$ cat src/rtl/pipeline_ctrl_pkg.sv
`default_nettype none
// ============================================================================
// Module      : pipeline_ctrl_pkg
// Description : Shared types and constants for the pipeline stall/flush
//               sequencer: FSM state encoding and the register-zero constant.
// Revision    : 1.0 - initial release
// ============================================================================
package pipeline_ctrl_pkg;

  // Sequencer states. Width is fixed at two bits.
  typedef enum logic [1:0] {
    ST_IDLE     = 2'd0,
    ST_RUN      = 2'd1,
    ST_MEM_WAIT = 2'd2,
    ST_ERROR    = 2'd3
  } state_t;

  // Architectural register zero is hard-wired, so it never creates a hazard.
  localparam logic [4:0] REG_ZERO = 5'd0;

endpackage : pipeline_ctrl_pkg
`default_nettype wire

$ cat src/rtl/pipeline_ctrl_load_use_detect.sv
`default_nettype none
// ============================================================================
// Module      : load_use_detect
// Description : Combinational load-use hazard comparator. Flags an ID-stage
//               instruction that reads the destination of a load now in EX.
// Revision    : 1.0 - initial release
// ============================================================================
module load_use_detect
  import pipeline_ctrl_pkg::*;
(
  input  logic       idex_mem_read,
  input  logic [4:0] idex_rt,
  input  logic [4:0] ifid_rs,
  input  logic [4:0] ifid_rt,
  output logic       lu
);

  logic rt_nonzero;
  logic src_match;

  // A load into r0 is harmless; any other matching source register must wait.
  always_comb begin
    rt_nonzero = (idex_rt != REG_ZERO);
    src_match  = (idex_rt == ifid_rs) || (idex_rt == ifid_rt);
    lu         = idex_mem_read && rt_nonzero && src_match;
  end

endmodule : load_use_detect
`default_nettype wire

$ cat src/rtl/pipeline_ctrl.sv
`default_nettype none
// ============================================================================
// Module      : pipeline_ctrl
// Description : Central stall/flush sequencer for the 5-stage CPU. Merges
//               data-memory handshake stalls, load-use bubbles and taken
//               branch/jump flushes into the pipeline-register enables, and
//               keeps a sticky timeout flag plus saturating perf counters.
// Revision    : 1.0 - initial release
// ============================================================================
module pipeline_ctrl
  import pipeline_ctrl_pkg::*;
#(
  parameter int MEM_TIMEOUT = 64,
  parameter int STALL_CNT_W = 32,
  parameter int FLUSH_CNT_W = 16
) (
  input  logic                   clk_i,
  input  logic                   rst_i,
  input  logic                   start_i,
  input  logic                   IDEXMemRead_i,
  input  logic [4:0]             IDEXRt_i,
  input  logic [4:0]             IFIDRs_i,
  input  logic [4:0]             IFIDRt_i,
  input  logic                   Branch_i,
  input  logic                   Jump_i,
  input  logic                   EXMEMMemRead_i,
  input  logic                   EXMEMMemWrite_i,
  input  logic                   dmem_ack_i,
  output logic                   dmem_req_o,
  output logic                   PCWrite_o,
  output logic                   IFIDWrite_o,
  output logic                   IFIDFlush_o,
  output logic                   IDEXBubble_o,
  output logic                   PipeWrite_o,
  output logic                   error_o,
  output logic [STALL_CNT_W-1:0] stall_cnt_o,
  output logic [FLUSH_CNT_W-1:0] flush_cnt_o
);

  // Wait counter only needs to reach MEM_TIMEOUT-1.
  localparam int WCNT_W = (MEM_TIMEOUT > 2) ? $clog2(MEM_TIMEOUT) : 1;
  localparam logic [WCNT_W-1:0] WCNT_LAST = WCNT_W'(MEM_TIMEOUT - 1);

  // --------------------------------------------------------------------------
  // State and registered outputs
  // --------------------------------------------------------------------------
  state_t                 state;
  state_t                 next_state;
  logic [WCNT_W-1:0]      wcnt;
  logic                   error_flag;
  logic [STALL_CNT_W-1:0] stall_cnt;
  logic [FLUSH_CNT_W-1:0] flush_cnt;

  // --------------------------------------------------------------------------
  // Combinational control
  // --------------------------------------------------------------------------
  logic lu;
  logic memop;
  logic ctl_dmem_req;
  logic ctl_pc_write;
  logic ctl_ifid_write;
  logic ctl_ifid_flush;
  logic ctl_idex_bubble;
  logic ctl_pipe_write;
  logic stall_inc;
  logic flush_inc;

  load_use_detect u_load_use_detect (
    .idex_mem_read (IDEXMemRead_i),
    .idex_rt       (IDEXRt_i),
    .ifid_rs       (IFIDRs_i),
    .ifid_rt       (IFIDRt_i),
    .lu            (lu)
  );

  assign memop = EXMEMMemRead_i | EXMEMMemWrite_i;

  // Mealy control decode: memory stall beats load-use, load-use beats flush.
  always_comb begin
    next_state      = state;
    ctl_dmem_req    = 1'b0;
    ctl_pc_write    = 1'b0;
    ctl_ifid_write  = 1'b0;
    ctl_ifid_flush  = 1'b0;
    ctl_idex_bubble = 1'b0;
    ctl_pipe_write  = 1'b0;

    case (state)
      ST_IDLE: begin
        if (start_i) begin
          next_state = ST_RUN;
        end
      end

      ST_RUN: begin
        ctl_dmem_req = memop;
        if (memop && !dmem_ack_i) begin
          // Freeze everything; the run/stop decision is taken at the ack.
          next_state = ST_MEM_WAIT;
        end else begin
          if (lu) begin
            // Hold PC and IF/ID, inject one bubble; the load moves on, so
            // the hazard clears by itself on the following cycle.
            ctl_idex_bubble = 1'b1;
            ctl_pipe_write  = 1'b1;
          end else begin
            ctl_pc_write   = 1'b1;
            ctl_ifid_write = 1'b1;
            ctl_pipe_write = 1'b1;
            ctl_ifid_flush = Branch_i | Jump_i;
          end
          if (!start_i) begin
            next_state = ST_IDLE;
          end
        end
      end

      ST_MEM_WAIT: begin
        ctl_dmem_req = 1'b1;
        if (dmem_ack_i) begin
          // The access completes this cycle, so the pipe may advance now.
          ctl_pc_write   = 1'b1;
          ctl_ifid_write = 1'b1;
          ctl_pipe_write = 1'b1;
          next_state     = start_i ? ST_RUN : ST_IDLE;
        end else if (wcnt == WCNT_LAST) begin
          next_state = ST_ERROR;
        end
      end

      ST_ERROR: begin
        // Terminal until reset: request dropped, pipe frozen.
        next_state = ST_ERROR;
      end

      default: begin
        next_state = ST_IDLE;
      end
    endcase
  end

  // Perf-counter increment conditions derived from the decoded controls.
  always_comb begin
    stall_inc = ((state == ST_RUN) || (state == ST_MEM_WAIT)) && !ctl_pc_write;
    flush_inc = ctl_ifid_flush;
  end

  // FSM state, memory wait counter and sticky timeout flag.
  always_ff @(posedge clk_i) begin
    if (rst_i) begin
      state      <= ST_IDLE;
      wcnt       <= '0;
      error_flag <= 1'b0;
    end else begin
      state <= next_state;
      if ((state == ST_MEM_WAIT) && !dmem_ack_i && (wcnt != WCNT_LAST)) begin
        wcnt <= wcnt + 1'b1;
      end else begin
        wcnt <= '0;
      end
      if (next_state == ST_ERROR) begin
        error_flag <= 1'b1;
      end
    end
  end

  // Saturating stall and flush counters; they stick at all-ones.
  always_ff @(posedge clk_i) begin
    if (rst_i) begin
      stall_cnt <= '0;
      flush_cnt <= '0;
    end else begin
      if (stall_inc && (stall_cnt != {STALL_CNT_W{1'b1}})) begin
        stall_cnt <= stall_cnt + 1'b1;
      end
      if (flush_inc && (flush_cnt != {FLUSH_CNT_W{1'b1}})) begin
        flush_cnt <= flush_cnt + 1'b1;
      end
    end
  end

  // --------------------------------------------------------------------------
  // Output drive
  // --------------------------------------------------------------------------
  assign dmem_req_o   = ctl_dmem_req;
  assign PCWrite_o    = ctl_pc_write;
  assign IFIDWrite_o  = ctl_ifid_write;
  assign IFIDFlush_o  = ctl_ifid_flush;
  assign IDEXBubble_o = ctl_idex_bubble;
  assign PipeWrite_o  = ctl_pipe_write;
  assign error_o      = error_flag;
  assign stall_cnt_o  = stall_cnt;
  assign flush_cnt_o  = flush_cnt;

endmodule : pipeline_ctrl
`default_nettype wire

$ cat config.mk
export PLATFORM = sky130hd
export DESIGN_NAME = pipeline_ctrl
export DESIGN_NICKNAME = d
export VERILOG_FILES = /design/src/rtl/pipeline_ctrl_pkg.sv /design/src/rtl/pipeline_ctrl_load_use_detect.sv /design/src/rtl/pipeline_ctrl.sv
export SDC_FILE = /design/constraint.sdc
export NUM_CORES = 1
export LEC_CHECK = 0
export CAP_MARGIN = 25
export CORE_UTILIZATION = 49
export DETAILED_ROUTE_END_ITERATION = 12
export GPL_TIMING_DRIVEN = 0
export PLACE_DENSITY = 0.83
export SKIP_CTS_REPAIR_TIMING = 1
export SYNTH_ARGS = -nofsm -noshare
export SYNTH_HDL_FRONTEND = slang
export SYNTH_HIERARCHICAL = 1
export SYNTH_SLANG_ARGS = --single-unit
$ cat constraint.sdc
create_clock -name clk_i -period 3.4 [get_ports clk_i]
set_input_delay 0.51 -clock clk_i [delete_from_list [all_inputs] [get_ports clk_i]]
set_output_delay 0.51 -clock clk_i [all_outputs]
set_load 0.01 [all_outputs]
### After elaboration in Yosys (flattened, before gate mapping)

Cells that the tools add are included.

| word-level totals | value |
|---|---|
| word-level logic and storage cells | 56 |
| input port bits | 24 |
| bits in registers | 57 |
| output and inout port bits | 55 |

| operators by class | value |
|---|---|
| $add $sub $neg | 3 |
| equal/unequal tests | 10 |
| bitwise logic cells | 3 |
| mux-type cells | 20 |
| reductions and logical operators | 15 |

Operator list:

| cell | number |
|---|---|
| $add 32x1->32 const B | 1 |
| $ne 32x32->1 const B | 1 |
| $add 16x1->16 const B | 1 |
| $ne 16x16->1 const B | 1 |
| $mux 1 | 11 |
| $eq 5x5->1 | 2 |
| $mux 2 | 5 |
| $logic_and 1x1->1 | 8 |
| $pmux 2 s4 | 1 |
| $add 6x1->6 const B | 1 |
| $eq 2x2->1 const B | 3 |
| $eq 6x6->1 const B | 1 |
| $ne 6x6->1 const B | 1 |
| $pmux 1 s2 | 3 |
| $reduce_bool 5->1 | 1 |
| $eq 2x1->1 const B | 1 |
| $logic_not 1->1 | 2 |
| $logic_not 2->1 | 1 |
| $logic_or 1x1->1 | 2 |
| $or 1x1->1 | 2 |
| $reduce_or 2->1 | 1 |
| $not 1->1 | 1 |

### Logic depth before layout (Yosys ltp)

| depth | value |
|---|---|
| depth after elaboration | 9 |
| depth in mapped cells | 10 |
| mapped depth without buffers | 9 |

### Modules after synthesis

Netlist, hierarchy kept.

By module, submodules not included:

| module | cells an instance | area each (µm²) | instances | sequential area each (µm²) |
|---|---|---|---|---|
| pipeline_ctrl | 354 | 3,009.1 | 1 | 1,141.1 |
| load_use_detect | 17 | 125.1 | 1 | 0.0 |

### Least setup slack after synthesis

Ideal clock, no wire load.

| timing | value |
|---|---|
| kind | input to register |
| start | input port IDEXRt_i[1] |
| end | register stall_cnt[15], in the netlist stall_cnt_o[15] |
| buffers on the path | 1 |
| setup slack | 0.744 ns |
| library setup time | 0.121 ns |
| stages | 9 |
| required time | 3.279 ns |
| data arrival time | 2.535 ns |
| cells stage by stage | or4_1 > o21ai_1 > a21oi_1 > or4b_1 > a32o_2 > nand3_1 > buf_6 > nor4_2 > mux2_4 |

| between the ends | value |
|---|---|
| word-level cells in the longest chain between the ends | 9 |
| elaborated cells on any way between the ends | 12 |
| those cells by class | eq/ne (2); mux (3); reduce/logical (7) |

Ends and longest elaborated chain:

| element | RTL line | RTL |
|---|---|---|
| start, declared | pipeline_ctrl.sv:21 | `input logic [4:0] IDEXRt_i,` |
| $eq 5x5->1 / $reduce_bool 5->1 (equally long branches) | pipeline_ctrl_load_use_detect.sv:24, pipeline_ctrl_load_use_detect.sv:23 |  |
| $logic_or 1x1->1 / $logic_and 1x1->1 (equally long branches) | pipeline_ctrl_load_use_detect.sv:24, pipeline_ctrl_load_use_detect.sv:25 |  |
| $logic_and 1x1->1 * | pipeline_ctrl_load_use_detect.sv:25 | `lu = idex_mem_read && rt_nonzero && src_match;` |
| net lu | pipeline_ctrl.sv:57 | `logic lu;` |
| $mux 1 * | pipeline_ctrl.sv:101 | `if (lu) begin` |
| $mux 1 * | pipeline_ctrl.sv:97 | `if (memop && !dmem_ack_i) begin` |
| $pmux 1 s2 * | pipeline_ctrl.sv:88 | `case (state)` |
| $logic_not 1->1 * | pipeline_ctrl.sv:144 | `stall_inc = ((state == ST_RUN) \|\| (state == ST_MEM_WAIT)) && !ctl_pc_write;` |
| $logic_and 1x1->1 * | pipeline_ctrl.sv:144 |  |
| $logic_and 1x1->1 * | pipeline_ctrl.sv:173 | `if (stall_inc && (stall_cnt != {STALL_CNT_W{1'b1}})) begin` |
| end signal, assigned | pipeline_ctrl.sv:174 | `stall_cnt <= stall_cnt + 1'b1;` |
| end, declared | pipeline_ctrl.sv:51 | `logic [STALL_CNT_W-1:0] stall_cnt;` |

The timed path passes the listed nets; every way through them passes the cells marked *.
A chain may end at the register's enable or synchronous reset.

### Final worst setup path

| timing | value |
|---|---|
| start | input port IDEXRt_i[1] |
| end | output port IFIDWrite_o |

| between the ends | value |
|---|---|
| word-level cells in the longest chain between the ends | 6 |
| elaborated cells on any way between the ends | 9 |
| those cells by class | eq/ne (2); mux (3); reduce/logical (4) |

Ends and longest elaborated chain:

| element | RTL line | RTL |
|---|---|---|
| $eq 5x5->1 / $reduce_bool 5->1 (equally long branches) | pipeline_ctrl_load_use_detect.sv:24, pipeline_ctrl_load_use_detect.sv:23 |  |
| $logic_or 1x1->1 / $logic_and 1x1->1 (equally long branches) | pipeline_ctrl_load_use_detect.sv:24, pipeline_ctrl_load_use_detect.sv:25 |  |
| $logic_and 1x1->1 * | pipeline_ctrl_load_use_detect.sv:25 |  |
| net lu | pipeline_ctrl.sv:57 |  |
| $mux 1 * | pipeline_ctrl.sv:101 |  |
| $mux 1 * | pipeline_ctrl.sv:97 |  |
| $pmux 1 s2 * | pipeline_ctrl.sv:88 |  |
| end, declared | pipeline_ctrl.sv:31 | `output logic IFIDWrite_o,` |

Marks and branches as above.

==> results.env <==
CRITICAL_PATH.MOST_COMMON_CELL='clkdlybuf4s50_1'
SETUP.WORST_PATH.START_CLASS='input pin'
CRITICAL_PATH_CLASS='input pin to primary output'
SWITCHING_POWER_W=0.000526
FINAL_CORE_UTILIZATION_PCT=70.2
DRT-INITIAL-DRC-COUNT=153
SYNTH-ASYNC-RESET-RATIO_PCT=0
POST-ROUTE-MIN-PERIOD_PS=3240
IOS=79
WORST_PATH_DOMINANT_CELL_FAMILY='buffers and inverters'
MAX-SLEW-MARGIN-REL_PCT=45.3
SYNTH_FP_NETS=402
POWER_REPORT.INTERNAL_TOTAL_W=0.00135
TRITONCTS='built'
SYNTHESIS.INSTANCES=371
MAX-CLOCK-PATH-BUFFERS=2
NUM_ANTENNA_CELLS=0
TIMING_MAX_TRANSITION_VIOLATIONS_FINAL=0
FINALHOLDVIOLATIONS=0
MOST_COMMON_LIBRARY_CELL_IN_THE_LAYOUT_IGNORING_FILL_AND_TAPS='clkdlybuf4s50_1'
GR-MAX-USAGE-LAYER='met2'
SYNTH_WARNINGS=6
DIE-WIDTH_MICRONS=82.0
END_KIND='primary output'
IRDROPWORSTVDD_uV=422
FILLERINSTANCES=484
POST-ROUTE-PERIOD-UTIL_PCT=95.3
SYNTH-MAIN-FF-CELL='dfxtp_1'
NUM_VIAS=3103
RR_STARTPOINT='state[1]'
CRITICAL_PATH.N_BUFFERS_INVERTERS=2
PWR-SHARE-SEQ_PCT=39.0
CLOCK_POWER_SHARE_PCT=38.2
WORSTPATHARRIVAL_PS=2730
POST_ROUTE_CELLS_DRIVE_ABOVE_1_SHARE_PCT=9.89
HP-CLASS='register to register'
CRIT_REQUIRED_PS=2890
NETLIST_AREA_SQ_UM=3130
RESULT_OF_THE_RUN='finished, final reports clean'
RSZ0062_AT_GRT='false'
GRT_PASS1_WL_MICRONS=12400
DRT_PASS1_ITERATIONS=5
ROOT_BUFFER_CELL='clkbuf_8'
VIASPERCELL=5.75
CLOCK-SKEW-FINAL_PS=6.90
CLK_LATENCY_PS=330
MAX-CAP-VIOLATIONS=0
DIE_AR_SQ_UM=6720
FINALINSTANCEAREA_SQ_UM=4260
TIMING.CRITICAL_PATH.FROM='IDEXRt_i[1]'
IO_BUFFER_COUNT=78
P_COMB_SHARE_PCT=22.7
DESIGN.FINAL.NETS=491
GRT_MAX_DEGREE=11
FLOW.AREA_GROWTH_FROM_SYNTHESIS_PCT=35.8
SW_FRAC_OF_TOTAL_PCT=28.0
GLOBALROUTEMET1UTIL_PCT=28.1
CRITICAL-PATH-MAX-STAGE-DELAY_PS=550
INITIAL_CORE_UTIL_PCT=51.7
CP_CELL_SEQUENCE='clkdlybuf4s50_1, or4_1, o21ai_1, a21oi_1, nand2b_1, nand2_1, and3_1, clkdlybuf4s50_1'
REMAINING_DRC_ERRORS=0
NETLIST-CELL-TYPE-COUNT=57
SYNTH_REGISTER_BITS=57
POWER_LEAKAGE_nW=1.44
ANTENNA_FOUND_INITIAL=0
TOTAL_NUMBER_OF_CLOCK_TREE_SINKS=57
GRTUSAGEMET3_PCT=6.89
CP_MAX_FO=4
FINALSETUPVIOLATIONS=0
POST_DP_CELL_AREA_SQ_UM=4010
WL_PER_CELL_MICRONS=14.0
CTS_MADE_BUFFERS=9
ROUTABILITY_CONGESTION_ESTIMATE=0.838
DIE_Y_MICRONS=82.0
PATH_CLK_SLEW_PS=60
SYNTH-EDFF-COUNT=0
GRT_OVERFLOW_TOTAL=0
CRITPATHSLOWESTCELL='or4_1'
POWER-PER-CELL-AREA_nW_PER_UM2=441
CTS_HTREE_LEVELS=3
TOTAL_POWER_W=0.00188
GROUTE.LAYER.MET2.USAGE_PCT=41.7
ACHIEVABLE-FREQUENCY_MHz=309
GROUTE.USAGE.OVERALL_PCT=23.8
WORST_PIN_SLEW_PS=813
FP.COREAREA_SQ_UM=6060
PLACEMENT_ROWS=28
SYN_AVG_CELL_AREA_SQ_UM=8.45
HOLD_PATH.STARTPOINT='wcnt[0]'
SYNTH_SEQ_AREA_SHARE_PCT=36.4
MOSTFREQUENTLAYOUTCELLS='clkdlybuf4s50_1 (76), dfxtp_1 (57), nor2_1 (35), nand2_1 (28), a21oi_1 (28)'
NUMBER_OF_GLOBAL_ROUTE_VIAS_BEFORE_REPAIR=2823
WL_MICRONS=7570
ANT_NETS=0
DPL.HPWL_MICRONS=5570
[worst register-to-register path, stage by stage (launching register included)]
cell and delay [ps]:
dfxtp_1 360, inv_1 100, ha_1 140, buf_2 200, or4b_1 460, a32o_2 310, nand4_1 220, buf_2 280
xor2_1 160, nor2_1 50
[synthesized netlist by cell type (all sizes together), types with 12 or more instances]
master,n,area [sq um]
or4,15,119
nor2,35,131
nand2,28,105
o31ai,13,111
xor2,13,114
xnor2,20,175
nand4,13,87.6
nor4,12,81.3
or3,12,76.3
inv,14,52.6
o21ai,14,70.1
nand3,21,105
a21oi,28,140
dfxtp,57,1140
[logic make-up (layout without fill, tap and decap cells)]
kind of cell | Yosys count | after routing | share of synthesized area (%)
XOR/XNOR | 33 | 33 | 9.22
adder cells (fa/ha/maj) | 7 | 7 | 2.79
buffers and inverters | 28 | 122 | 4.67
multiplexers | 3 | 3 | 1.32
AND/OR/NAND/NOR | 171 | 171 | 30.6
AO/OA/AOI/OAI | 72 | 72 | 15.0
flip-flops | 57 | 57 | 36.4
[area by class of cell]
type                            instances  area, sq um  area share (%)
Multi-Input combinational cell        286         1860            43.7
Sequential cell                        57         1140            26.8
Tap cell                               75         93.8            2.21
Clock buffer                           11          151            3.56
Clock inverter                          5         77.6            1.82
Buffer                                 14         93.8            2.21
Inverter                               14         52.6            1.23
Timing Repair Buffer                   78          786            18.5
[final timing paths]
kind	to	slack, ps	cells past startpoint
max	IFIDWrite_o	160	8
min	wcnt[0]	460	1
max reg2reg	stall_cnt_o[16]	1010	9
min reg2reg	wcnt[0]	460	1
[sequential cells by signal, indices dropped and copies added (netlist names)]
name	flops
stall_cnt_o	32
wcnt	6
error_o	1
flush_cnt_o	16
state	2
[routing by layer]
layer / vias to the layer above / share of wire, %
met5: - / 0
met4: 0 / 0.95
met3: 11 / 6.7
met2: 98 / 48
met1: 1442 / 44
li1: 1552 / -
[per-stage QoR]
stage	setup WS, ps	hold slack [ps]	TNS, ps	std cells
3_5_place_dp	-66.3	448	-66.3	524
5_1_grt	4.41	469	0	540
6_report	161	459	0	540
3_3_place_gp	-54.2	434	-54.2	524
4_1_cts	-78.8	460	-78.8	540
2_1_floorplan	744	418	0	371
[power groups by stage]
| stage | Combinational (W) | Sequential, W | Clock (W) |
|---|---|---|---|
| floorplan | 0.000269 | 0.000745 | 0 |
| global placement | 0.000410 | 0.000744 | 0 |
| detailed placement | 0.000421 | 0.000746 | 0 |
| CTS | 0.000425 | 0.000731 | 0.000728 |
| global route | 0.000479 | 0.000737 | 0.000755 |
| finish | 0.000426 | 0.000732 | 0.000717 |
(Power assumes the default switching activity.)
